$ cat src/rtl/qbus_pkg.sv
// qbus_pkg: state encoding, timeout counter width and timing defaults shared by
// the Q-bus arbiter and its reply-timeout counter.
package qbus_pkg;

    localparam int unsigned BUS_TIMEOUT_DEFAULT = 63;
    localparam int unsigned TMO_W               = 8;

    typedef enum logic [2:0] {
        ST_IDLE      = 3'd0,
        ST_CPU_RD    = 3'd1,
        ST_CPU_WR    = 3'd2,
        ST_CPU_END   = 3'd3,
        ST_DMA_GRANT = 3'd4,
        ST_DMA_ACT   = 3'd5,
        ST_BUSERR    = 3'd6
    } state_t;

    // True while a CPU strobe is on the bus and a reply is being awaited.
    function automatic logic is_cpu_strobe(input state_t s);
        return (s == ST_CPU_RD) || (s == ST_CPU_WR);
    endfunction

endpackage

$ cat src/rtl/qbus_timeout.sv
// qbus_timeout: ce-qualified down-counter that measures how long a CPU strobe
// has waited for RPLY. Only instantiated when QBUS_TIMEOUT_EN is defined.
module qbus_timeout
    import qbus_pkg::*;
#(
    parameter int unsigned LOAD_VALUE = BUS_TIMEOUT_DEFAULT
) (
    input  logic clk,
    input  logic reset_n,
    input  logic ce,
    input  logic load,
    input  logic dec,
    output logic zero,
    output logic expire
);

    localparam logic [TMO_W-1:0] LOAD_CNT = TMO_W'(LOAD_VALUE);

    logic [TMO_W-1:0] count;

    always_ff @(posedge clk) begin
        if (!reset_n) begin
            count <= LOAD_CNT;
        end else if (ce) begin
            if (load) begin
                count <= LOAD_CNT;
            end else if (dec && (count != '0)) begin
                count <= count - TMO_W'(1);
            end
        end
    end

    // expire marks the decrement that takes the count to zero, so the FSM can
    // leave the strobe state on that same edge.
    assign zero   = (count == '0);
    assign expire = dec && (count == TMO_W'(1));

endmodule

$ cat src/rtl/qbus_arbiter.sv
// qbus_arbiter: registered Q-bus strobe sequencer arbitrating CPU DATI/DATO
// cycles against DMA (DMR/DMGO/SACK). Define QBUS_TIMEOUT_EN for reply timeout.
module qbus_arbiter
    import qbus_pkg::*;
#(
    parameter int unsigned BUS_TIMEOUT = BUS_TIMEOUT_DEFAULT
) (
    input  logic clk,
    input  logic reset_n,
    input  logic ce,
    input  logic cpu_dati,
    input  logic cpu_dato,
    input  logic cpu_byte,
    output logic cpu_done,
    output logic cpu_error,
    output logic SYNC,
    output logic DIN,
    output logic DOUT,
    output logic WTBT,
    output logic BSY,
    input  logic RPLY,
    input  logic DMR,
    input  logic SACK,
    output logic DMGO
);

    if ((BUS_TIMEOUT < 1) || (BUS_TIMEOUT > 255)) begin : g_bad_timeout
        $error("qbus_arbiter: BUS_TIMEOUT must be in 1..255");
    end

    state_t state;

`ifdef QBUS_TIMEOUT_EN
    logic tmo_load;
    logic tmo_dec;
    logic tmo_zero;
    logic tmo_expire;
    logic tmo_hit;

    // The counter reloads whenever no strobe is out, so entry always starts full.
    assign tmo_load = !is_cpu_strobe(state);
    assign tmo_dec  = is_cpu_strobe(state) && !RPLY;
    assign tmo_hit  = tmo_expire || tmo_zero;

    qbus_timeout #(
        .LOAD_VALUE (BUS_TIMEOUT)
    ) u_timeout (
        .clk     (clk),
        .reset_n (reset_n),
        .ce      (ce),
        .load    (tmo_load),
        .dec     (tmo_dec),
        .zero    (tmo_zero),
        .expire  (tmo_expire)
    );
`else
    assign cpu_error = 1'b0;
`endif

    assign BSY = SYNC;

    always_ff @(posedge clk) begin
        if (!reset_n) begin
            state    <= ST_IDLE;
            SYNC     <= 1'b0;
            DIN      <= 1'b0;
            DOUT     <= 1'b0;
            WTBT     <= 1'b0;
            DMGO     <= 1'b0;
            cpu_done <= 1'b0;
`ifdef QBUS_TIMEOUT_EN
            cpu_error <= 1'b0;
`endif
        end else if (ce) begin
            // NOTE: non-blocking throughout; later branches override these defaults.
            cpu_done <= 1'b0;
`ifdef QBUS_TIMEOUT_EN
            cpu_error <= 1'b0;
`endif
            case (state)
                ST_IDLE: begin
                    if (DMR) begin
                        state <= ST_DMA_GRANT;
                        DMGO  <= 1'b1;
                    end else if (cpu_dati) begin
                        state <= ST_CPU_RD;
                        SYNC  <= 1'b1;
                        DIN   <= 1'b1;
                        WTBT  <= cpu_byte;
                    end else if (cpu_dato) begin
                        state <= ST_CPU_WR;
                        SYNC  <= 1'b1;
                        DOUT  <= 1'b1;
                        WTBT  <= cpu_byte;
                    end
                end

                ST_CPU_RD, ST_CPU_WR: begin
                    // A reply on the expiring cycle still counts as success.
                    if (RPLY) begin
                        state    <= ST_CPU_END;
                        SYNC     <= 1'b0;
                        DIN      <= 1'b0;
                        DOUT     <= 1'b0;
                        WTBT     <= 1'b0;
                        cpu_done <= 1'b1;
                    end
`ifdef QBUS_TIMEOUT_EN
                    else if (tmo_hit) begin
                        state     <= ST_BUSERR;
                        SYNC      <= 1'b0;
                        DIN       <= 1'b0;
                        DOUT      <= 1'b0;
                        WTBT      <= 1'b0;
                        cpu_error <= 1'b1;
                    end
`endif
                end

                ST_CPU_END: begin
                    if (!RPLY) begin
                        state <= ST_IDLE;
                    end
                end

                ST_DMA_GRANT: begin
                    if (SACK) begin
                        state <= ST_DMA_ACT;
                        DMGO  <= 1'b0;
                    end else if (!DMR) begin
                        state <= ST_IDLE;
                        DMGO  <= 1'b0;
                    end
                end

                ST_DMA_ACT: begin
                    if (!SACK) begin
                        state <= ST_IDLE;
                    end
                end

`ifdef QBUS_TIMEOUT_EN
                ST_BUSERR: begin
                    state <= ST_IDLE;
                end
`endif

                default: begin
                    state <= ST_IDLE;
                    SYNC  <= 1'b0;
                    DIN   <= 1'b0;
                    DOUT  <= 1'b0;
                    WTBT  <= 1'b0;
                    DMGO  <= 1'b0;
                end
            endcase
        end
    end

endmodule

$ cat config.mk
export PLATFORM = sky130hd
export DESIGN_NAME = qbus_arbiter
export DESIGN_NICKNAME = d
export VERILOG_FILES = /design/src/rtl/qbus_pkg.sv /design/src/rtl/qbus_timeout.sv /design/src/rtl/qbus_arbiter.sv
export SDC_FILE = /design/constraint.sdc
export NUM_CORES = 1
export LEC_CHECK = 0
export CAP_MARGIN = 20
export CORE_AREA = 4 4 50 52
export CTS_BUF_LIST = sky130_fd_sc_hd__clkbuf_8
export DETAILED_ROUTE_END_ITERATION = 12
export DIE_AREA = 0 0 54 56
export GPL_ROUTABILITY_DRIVEN = 1
export SLEW_MARGIN = 25
export SYNTH_ARGS = -nofsm -noshare
export SYNTH_HDL_FRONTEND = slang
export SYNTH_SLANG_ARGS = --single-unit
$ cat constraint.sdc
create_clock -name clk -period 3.75 [get_ports clk]
set_clock_uncertainty 0.1 [all_clocks]
set_input_delay 0.5625 -clock clk [delete_from_list [all_inputs] [get_ports clk]]
set_output_delay 0.5625 -clock clk [all_outputs]
set_load 0.03 [all_outputs]
# Word level (Yosys, flattened, before mapping)
# Index checks and enable logic that the tools add are counted.
[op_classes]
eq_ne = 16
n_reduce_logical = 9
n_mux = 30
n_bitwise = 2
[ops]
columns = ["op", "count"]
rows = [
  ["3-bit two-way mux", 8],
  ["1-bit two-way mux", 16],
  ["2-bit != test, second input constant", 8],
  ["1-bit one-hot mux with 3 select lines", 5],
  ["3-bit one-hot mux with 5 select lines", 1],
  ["6-bit AND reduction", 2],
  ["5-bit AND reduction", 2],
  ["3-bit by 2-bit equality test with 1-bit output, second input constant", 2],
  ["3-bit equality test, second input constant", 2],
  ["3-bit != test, second input constant", 2],
  ["4-bit != test, second input constant", 1],
  ["4-bit AND reduction", 1],
  ["4-bit OR reduction", 1],
  ["3-bit by 1-bit equality test with 1-bit output, second input constant", 1],
  ["3-bit zero test", 1],
  ["3-bit OR reduction", 1],
  ["1-bit inverter", 2],
  ["2-bit OR reduction", 1],
]
[word_totals]
elab_cells = 64
out_inout_bits = 8
register_bits = 9
input_bits = 9

# Longest topological paths before layout
# Gate-level depths: netlist of the first run.
[depth]
word_depth = 4
mapped_depth = 5
mapped_depth_nobuf = 4

# Worst setup path after synthesis of the first run
# Ideal clock, no wire load.
[synth_path]
kind = "in2reg"
startpoint = "in SACK"
endpoint = "reg state[2]"
required_time_ps = 3534
arrival_ps = 1314
n_path_buf = 0
cell_stages = 4
setup_time_ps = 116
path_slack_ps = 2220
cell_sequence = "nand2_1 -> o22ai_2 -> a211o_2 -> a31o_2"
[synth_via]
elab_chain_len = 2
word_cells_on_any_way = 5
classes_between = "eq/ne: 2; mux: 2; reduce/logical: 1"
[synth_rtl]
columns = ["element", "line_no", "source"]
rows = [
  ["from (decl)", "qbus_arbiter.sv:23", "input logic SACK,"],
  ["3-bit != test (no line), or another cell as far along", "-", ""],
  ["6-bit AND reduction (no line) / 3-bit one-hot mux with 5 select lines (equally long branches)", "-", ""],
  ["to (signal assigned)", "qbus_arbiter.sv:64", "state <= ST_IDLE;"],
  ["to (signal assigned)", "qbus_arbiter.sv:83", "state <= ST_DMA_GRANT;"],
  ["to (signal assigned)", "qbus_arbiter.sv:86", "state <= ST_CPU_RD;"],
  ["to (decl)", "qbus_arbiter.sv:31", "state_t state;"],
]
# Several ways; a longest one is shown, not always the timed one.
# A chain may end at the register's enable or synchronous reset.

# Final worst setup path of the first run
[layout_path]
startpoint = "in DMR"
endpoint = "reg state[0]"
[layout_via]
elab_chain_len = 2
word_cells_on_any_way = 5
classes_between = "eq/ne: 2; mux: 2; reduce/logical: 1"
[layout_rtl]
columns = ["element", "line_no", "source"]
rows = [
  ["from (decl)", "qbus_arbiter.sv:22", "input logic DMR,"],
  ["4-bit != test (no line), or another cell as far along", "-", ""],
  ["6-bit AND reduction (no line) / 3-bit one-hot mux with 5 select lines (equally long branches)", "-", ""],
]
# Several ways; a longest one is shown, not always the timed one.

==> flow_summary.yaml, run 1 <==
finish:
  area_growth_pct: 32.3
  final_nets: 97
  antenna_cells: 0
  utilization_pct: 37.2
  layout-drive-gt1-share_pct: 11.5
detailed_routing:
  routedWlPerCell_um: 12.5
  via_count: 581
  wl_met1_um: 682
  via_per_inst: 5.05
  drtIter0Drc: 18
  wl_met3_um: 91
  highest_layer: "met4"
  drt_pass1_iterations: 4
  ant_nets: 0
  routed_wl_mm: 1.44
  met2WireLength_um: 640
  drc: 0
floorplanning:
  die_x_um: 54
  die_y_um: 56
  rows: 17
  start_util_pct: 28.1
  die_area_um2: 3020
  coreArea_um2: 2110
  ios: 17
global_routing:
  grt_pass1_vias: 559
  grtUsageTotal_pct: 11.0
  grt_overflow: 0
  grt_pass1_wl_mm: 2.46
  antenna_found_initial: 0
  grt_max_degree: 17
setup_path:
  crit_path_end_kind: "flip-flop"
  arrival_ns: 2.13
  crit_required_ns: 3.81
  path_class: "in -> reg"
  startpoint_type: "primary input"
  crit_fanout: 8
  reg2regPathDepth: 4
clocking:
  path_clk_slew_ns: 0.04
  cts_tree: "done"
  post_cts_buffers: 0
  hold_buffers: 0
  insertion_delay_ns: 0.23
  root_buffer: "clkbuf_8"
  h-tree-depth: 1
  cts_resized: 0
  cts_num_sinks: 9
  clockBufferDepth: 2
  cts_made_buffers: 3
yosys:
  ys_warn_count: 0
  synth_top_area_share_pct: 30.4
  postSynthCellCount: 73
  netlist_top_cells_area: "dfxtp_1 30%, a21oi_1 7.6%, o21ai_0 5.1%"
  syn_nets: 82
  synth_area_per_cell_um2: 8.11
  ys_seq_elements: 9
  ys_seq_area_share_pct: 30.4
  synth-edff-count: 0
  synthArstFlopShare_pct: 0
  synth_cell_types: 31
  syn-cell-area_um2: 592
  synth_top_area_cell: "dfxtp_1"
  synthTopCellsByCount: "9 x a21oi_1, 9 x dfxtp_1, 8 x nor2_1, 6 x o21ai_0, 5 x nand2_1"
  ys.flop_type: "dfxtp_1"
power_and_ir_drop:
  p_total_mw: 0.354
  p_leak_nw: 0.276
  peakVddDrop_mv: 0.305
  power_density_nw_per_um2: 452
sta:
  hold_violations: 0
  slew_viol_final: 0
  fin_tns_setup_ns: 0
  finalCriticalPeriod_ns: 2.08
  clock.fmax_ghz: 0.482
  worst_pin_slew_ns: 0.521
  setup_viol: 0
  fin_crit_sh_pct: 55.4
  rsz0062_at_grt: "no"
  holdWs_ns: 0.369
  maxSlewHeadroom_pct: 64.8
status:
  status: "finished, final reports clean"
place:
  portBuffers: 15
  place.gp.congestion: 0.790
  dp_hpwl_mm: 1.06
worst_hold_path:
  worstHoldPathCells: 2
  hold_path.class: "reg -> reg"
run:
  maxCapViolCount: 0
==> sequential cells by signal, indices dropped and copies added, names as in the netlist <==
signal	count
state	3
BSY	1
DIN	1
DMGO	1
DOUT	1
WTBT	1
cpu_done	1
==> path summary, 6_finish.rpt <==
| kind | end | start | slack [ns] |
|---|---|---|---|
| setup reg to reg | state[0]$_SDFFE_PN0P_ | state[2]$_SDFFE_PN0P_ | 1.94 |
| hold / removal | cpu_done$_SDFFE_PN0P_ | cpu_done$_SDFFE_PN0P_ | 0.37 |
| setup / recovery | state[0]$_SDFFE_PN0P_ | DMR | 1.67 |
| hold reg to reg | cpu_done$_SDFFE_PN0P_ | cpu_done$_SDFFE_PN0P_ | 0.37 |
==> report_power, final <==
part | internal [mW] | total [mW] | switching [mW]
combinational | 0.0561 | 0.118 | 0.0623
clock | 0.0710 | 0.106 | 0.0354
sequential | 0.107 | 0.129 | 0.0225
==> cells by family (layout without fill, tap and decap cells) <==
kind of cell | Yosys count | in the layout | share of synthesized area, %
AND/OR/NAND/NOR | 26 | 26 | 23.0
other | 1 | 1 | 0.634
XOR/XNOR | 1 | 1 | 1.48
multiplexers | 1 | 1 | 1.69
flip-flops | 9 | 9 | 30.4
buffers and inverters | 7 | 21 | 7.82
AO/OA/AOI/OAI | 28 | 28 | 34.9
==> worst max-delay path, cell delays in order <==
cell and delay [ns]:
clkdlybuf4s50_1 0.60, nand2_1 0.11, o41ai_1 0.45, a211o_2 0.23, mux2i_1 0.18
==> cell type report <==
type,count,area [um^2]
Timing Repair Buffer,15,150
Tap cell,28,35.0
Multi-Input combinational cell,57,365
Clock inverter,1,3.75
Clock buffer,3,41.3
Inverter,2,7.51
Fill cell,216,1320
Sequential cell,9,180
==> per-layer routing <==
| layer | track usage (%) | vias up |
|---|---|---|
| met4 | 5.34 | 0 |
| met2 | 15.7 | 17 |
| met1 | 14.3 | 268 |
| met3 | 4.02 | 2 |
| li1 | - | 294 |
| met5 | 0 | - |
==> cell usage in the layout, fill, tap and decap left out <==
master / Yosys / layout
a211o_2: 1 / 1
a21boi_0: 1 / 1
a21oi_1: 9 / 9
a221oi_2: 1 / 1
a31o_2: 1 / 1
a31oi_1: 1 / 1
and2b_1: 2 / 2
clkbuf_8: 0 / 3
clkdlybuf4s50_1: 0 / 15
conb_1: 1 / 1
dfxtp_1: 9 / 9
inv_1: 2 / 3
mux2i_1: 1 / 1
nand2_1: 5 / 5
nand2b_1: 3 / 3
nand3_1: 2 / 2
nand3b_1: 2 / 2
nand4_1: 1 / 1
nor2_1: 8 / 8
nor3_2: 1 / 1
o2111a_1: 1 / 1
o21a_1: 2 / 2
o21ai_0: 6 / 6
o22ai_2: 1 / 1
o311a_2: 1 / 1
o311ai_2: 1 / 1
o32ai_1: 1 / 1
o41ai_1: 1 / 1
or3_1: 2 / 2
xnor2_1: 1 / 1
==> stage by stage <==
step	cell area (um^2)	worst slack (ns)	cells
floorplan	592	2.22	73
global placement	738	1.42	111
detailed placement	738	1.47	111
CTS	783	1.69	115
global route	783	1.60	115
finish	783	1.67	115
No activity file was read; power rests on OpenSTA's default activity.
==> inputs of run 2 (changes only) <==
==> constraint.sdc (replaced) <==
create_clock -name clk -period 1.7 [get_ports clk]
set_clock_uncertainty 0.1 [all_clocks]
set_input_delay 0.255 -clock clk [delete_from_list [all_inputs] [get_ports clk]]
set_output_delay 0.255 -clock clk [all_outputs]
set_load 0.03 [all_outputs]
==> flow_summary.yaml, run 2 (synthesized netlist as in run 1, its figures left out) <==
setup_path:
  startpoint_type: "primary input"
  crit_required_ns: 1.73
  reg2regPathDepth: 4
  crit_path_end_kind: "flip-flop"
  arrival_ns: 1.65
  path_class: "in -> reg"
  crit_fanout: 4
global_routing:
  grt_max_degree: 13
  grtUsageTotal_pct: 12.0
  antenna_found_initial: 0
  grt_pass1_vias: 569
  grt_overflow: 0
  grt_pass1_wl_mm: 2.62
finish:
  area_growth_pct: 48.0
  mostFrequentLayoutCell: "clkdlybuf4s50_1"
  antenna_cells: 0
  regMostFlops: "state"
  layout_common_cells: "15 x clkdlybuf4s50_1, 11 x buf_4, 9 x a21oi_1, 8 x nor2_1, 7 x dfxtp_1"
  largest_reg_flops: 3
  final_nets: 108
  design_area_um2: 876
  layout-drive-gt1-share_pct: 24.5
place:
  place_ws_ns: -0.146
  dp_hpwl_mm: 1.20
  place.gp.congestion: 0.833
  place_area_um2: 821
  portBuffers: 15
detailed_routing:
  routedWlPerCell_um: 12.8
  drc: 0
  drtIter0Drc: 16
  via_per_inst: 4.94
  via_count: 623
  routed_wl_mm: 1.61
  ant_nets: 0
  drt_pass1_iterations: 4
floorplanning:
  start_util_pct: 28.1
  die_y_um: 56
  ios: 17
  die_area_um2: 3020
  die_x_um: 54
  coreArea_um2: 2110
  rows: 17
clocking:
  cts_tree: "done"
  hold_buffers: 0
  cts_num_sinks: 9
  h-tree-depth: 1
  clockBufferDepth: 2
  root_buffer: "clkbuf_8"
  insertion_delay_ns: 0.24
  cts_made_buffers: 3
  path_clk_slew_ns: 0.04
power_and_ir_drop:
  power_density_nw_per_um2: 966
  p_leak_nw: 0.334
  p_total_mw: 0.846
  peakVddDrop_mv: 0.470
sta:
  clock.fmax_ghz: 0.616
  slew_viol_final: 0
  hold_violations: 0
  fin_ws_ns: 0.0778
  setup_viol: 0
  fin_crit_sh_pct: 95.4
  rsz0062_at_grt: "no"
  finalCriticalPeriod_ns: 1.62
  holdWs_ns: 0.365
status:
  status: "finished, final reports clean"
run:
  maxCapViolCount: 0
worst_hold_path:
  worstHoldPathCells: 2
  hold_path.class: "reg -> reg"
==> run 2: cell types whose count changed in the layout (fill, tap and decap cells not counted) <==
cell | previous run | this run
dfxtp_1 | 9 | 7
dfxtp_2 | 0 | 2
o41ai_1 | 1 | 0
buf_4 | 0 | 11
o41ai_2 | 0 | 1
==> run 2: final timing paths <==
| kind | from | endpoint | slack [ns] |
|---|---|---|---|
| setup reg to reg | state[1]$_SDFFE_PN0P_ | state[1]$_SDFFE_PN0P_ | 0.10 |
| setup / recovery | DMR | state[1]$_SDFFE_PN0P_ | 0.08 |
| hold reg to reg | cpu_done$_SDFFE_PN0P_ | cpu_done$_SDFFE_PN0P_ | 0.36 |
| hold / removal | cpu_done$_SDFFE_PN0P_ | cpu_done$_SDFFE_PN0P_ | 0.36 |
==> run 2: cell type report <==
cell class | instances | area [um^2]
Fill cell | 226 | 1230
Multi-Input combinational cell | 57 | 373
Timing Repair Buffer | 26 | 233
Sequential cell | 9 | 183
Clock buffer | 3 | 41.3
Tap cell | 28 | 35.0
Inverter | 2 | 7.51
Clock inverter | 1 | 3.75
==> run 2: metrics by stage <==
step / TNS (ns) / std cells / util (%)
4_1_cts: 0 / 126 / 41.2
2_1_floorplan: 0 / 73 / -
3_3_place_gp: -0.626 / 122 / 39.0
6_report: 0 / 126 / 41.6
5_1_grt: 0 / 126 / 41.6
3_5_place_dp: -0.663 / 122 / 39.0
==> run 2: per-layer routing <==
metal / vias to the layer above / global-route usage, % / wire length [um]
li1: 314 / - / -
met1: 281 / 15.3 / 728
met2: 23 / 17.0 / 708
met3: 5 / 3.75 / 130
met4: 0 / 7.47 / 39
met5: - / 0 / 0
==> run 2: worst max-delay path, stage by stage <==
cell and delay, ns:
clkdlybuf4s50_1 0.47, nand2_1 0.13, o41ai_2 0.06, buf_4 0.14, a211o_2 0.30, a221oi_2 0.29
==> run 2: power by group <==
part	total [mW]	switching [mW]	internal, mW
logic	0.321	0.161	0.160
clock network	0.248	0.0907	0.158
registers	0.277	0.0400	0.237
total	0.846	0.292	0.555
==> run 2: what timing repair did <==
item | in CTS | in global routing
endpoints found under the setup margin | 1 | 1
resized for setup | 1 | 2
pin swaps | 0 | 1
setup buffers | 0 | 0
==> inputs of run 3 (changes only) <==
--- a/config.mk
+++ b/config.mk
@@ -11,7 +11,6 @@
 export DETAILED_ROUTE_END_ITERATION = 12
 export DIE_AREA = 0 0 54 56
 export GPL_ROUTABILITY_DRIVEN = 1
-export SLEW_MARGIN = 25
 export SYNTH_ARGS = -nofsm -noshare
 export SYNTH_HDL_FRONTEND = slang
 export SYNTH_SLANG_ARGS = --single-unit
==> constraint.sdc (replaced) <==
create_clock -name clk -period 1.9 [get_ports clk]
set_clock_uncertainty 0.1 [all_clocks]
set_input_delay 0.285 -clock clk [delete_from_list [all_inputs] [get_ports clk]]
set_output_delay 0.285 -clock clk [all_outputs]
set_load 0.03 [all_outputs]
==> flow_summary.yaml, run 3 (synthesized netlist as in run 1, its figures left out) <==
setup_path:
  r2r_end: "state[2]$_SDFFE_PN0P_"
  critPathMaxStageDelay_ns: 0.58
  cpLargestDelayFamily: "compound AO/OA/AOI/OAI gates"
  crit_path_top_delay_cell: "dfxtp_1"
  r2r_start: "state[1]$_SDFFE_PN0P_"
  arrival_ns: 1.74
  path_cells: "xnor2_1 -> o32ai_1 -> a211o_2 -> a31o_2"
  startpoint_type: "flip-flop"
  crit_path_end_kind: "flip-flop"
  crit_start: "state[1]$_SDFFE_PN0P_"
  reg2regPathDepth: 4
  r2r_slack_ns: 0.18
  path_class: "reg -> reg"
  crit_fanout: 13
  critPathBufInv: 0
  crit_required_ns: 1.92
detailed_routing:
  drc: 0
  drtIter0Drc: 20
  via_per_inst: 4.99
  drt_pass1_iterations: 4
  routedWlPerCell_um: 11.9
  routed_wl_mm: 1.43
  via_count: 599
  ant_nets: 0
clocking:
  post_cts_buffers: 0
  insertion_delay_ns: 0.23
  path_clk_slew_ns: 0.04
  cts_tree: "done"
  cts_resized: 0
  root_buffer: "clkbuf_8"
  clockBufferDepth: 2
  cts_num_sinks: 9
  h-tree-depth: 1
  cts_made_buffers: 3
  hold_buffers: 0
floorplanning:
  die_y_um: 56
  rows: 17
  coreArea_um2: 2110
  die_area_um2: 3020
  ios: 17
  die_x_um: 54
  start_util_pct: 28.1
worst_hold_path:
  hold_path.class: "reg -> reg"
  holdPathEnd: "cpu_done$_SDFFE_PN0P_"
  hold_path_startpoint: "cpu_done$_SDFFE_PN0P_"
  worstHoldPathCells: 2
sta:
  fin_tns_setup_ns: 0
  setup_viol: 0
  slew_viol_final: 0
  hold_violations: 0
  fin_crit_sh_pct: 90.3
  clock.fmax_ghz: 0.583
  rsz0062_at_grt: "no"
  finalCriticalPeriod_ns: 1.72
power_and_ir_drop:
  seqPwrFrac_pct: 34.0
  netSwitchingPower_mw: 0.242
  power_frac_clock_pct: 29.8
  switching_share_pct: 33.8
  peakVddDrop_mv: 0.384
  power_density_nw_per_um2: 872
  p_comb_share_pct: 36.2
  p_int_mw: 0.474
  p_leak_nw: 0.301
global_routing:
  grt_pass1_wl_mm: 2.41
  grtUsageTotal_pct: 10.6
  grt_pass1_vias: 548
  antenna_found_initial: 0
  grt_overflow: 0
  grt_max_degree: 14
status:
  status: "finished, final reports clean"
finish:
  utilization_pct: 39.0
  antenna_cells: 0
  regMostFlops: "state"
  layout_common_cells: "15 x clkdlybuf4s50_1, 9 x dfxtp_1, 9 x a21oi_1, 8 x nor2_1, 6 x o21ai_0"
  layout-drive-gt1-share_pct: 16.3
  fillers: 219
  area_growth_pct: 38.7
  final_nets: 102
  largest_reg_flops: 3
  ff_latch_area_um2: 180
  multi_input_area_um2: 365
  mostFrequentLayoutCell: "clkdlybuf4s50_1"
place:
  portBuffers: 15
  dp_hpwl_mm: 1.10
  place.gp.congestion: 0.846
run:
  maxCapViolCount: 0
## run 3: cell count changes in the layout (fill, tap and decap cells not counted)
cell and delta:
dfxtp_1 +2, o41ai_2 -1, buf_4 -6, o41ai_1 +1, dfxtp_2 -2
## run 3: area by class of cell
| type | count | share of cell area, % |
|---|---|---|
| clock inverter | 1 | 0.457 |
| multi-input combinational | 57 | 44.5 |
| tap | 28 | 4.27 |
| inverter | 2 | 0.915 |
| sequential | 9 | 22.0 |
| clock buffer | 3 | 5.03 |
| timing repair buffer | 20 | 22.9 |
## run 3: worst reg2reg max path: stages, from the launching register on
cell and delay [ns]:
dfxtp_1 0.58, xnor2_1 0.20, o32ai_1 0.11, a211o_2 0.36, a31o_2 0.25
## run 3: layer usage
layer	wire, um	track usage, %
met1	725	14.5
met2	614	15.2
met3	83	4.02
met4	10	3.20
met5	0	0
## run 3: power by group through the flow
stage	clock network (mW)	logic, mW	registers (mW)
floorplan	0	0.179	0.250
global placement	0	0.259	0.246
detailed placement	0	0.257	0.247
CTS	0.221	0.259	0.243
global route	0.236	0.284	0.248
finish	0.213	0.259	0.244
## run 3: how the worst max path moves through the flow
stage | slack [ns] | end | cells past startpoint
6_report | 0.18 | state[2]$_SDFFE_PN0P_ | 4
5_1_grt | 0.07 | state[1]$_SDFFE_PN0P_ | 5
4_1_cts | 0.20 | state[2]$_SDFFE_PN0P_ | 4
3_5_place_dp | -0.03 | state[0]$_SDFFE_PN0P_ | 5
3_3_place_gp | 0.04 | state[0]$_SDFFE_PN0P_ | 5
2_1_floorplan | 0.48 | DOUT$_SDFFE_PN0P_ | 5
## run 3: per-stage QoR
stage	setup WS, ns	std cells	hold slack (ns)	power (mW)	cell area [um^2]
final	0.185	120	0.371	0.716	821
after CTS	0.199	120	0.375	0.723	821
after global placement	0.0352	116	0.359	0.504	776
after detailed placement	-0.0302	116	0.363	0.504	776
after floorplan	0.485	73	0.323	0.429	592
after global routing	0.0666	120	0.406	0.768	821
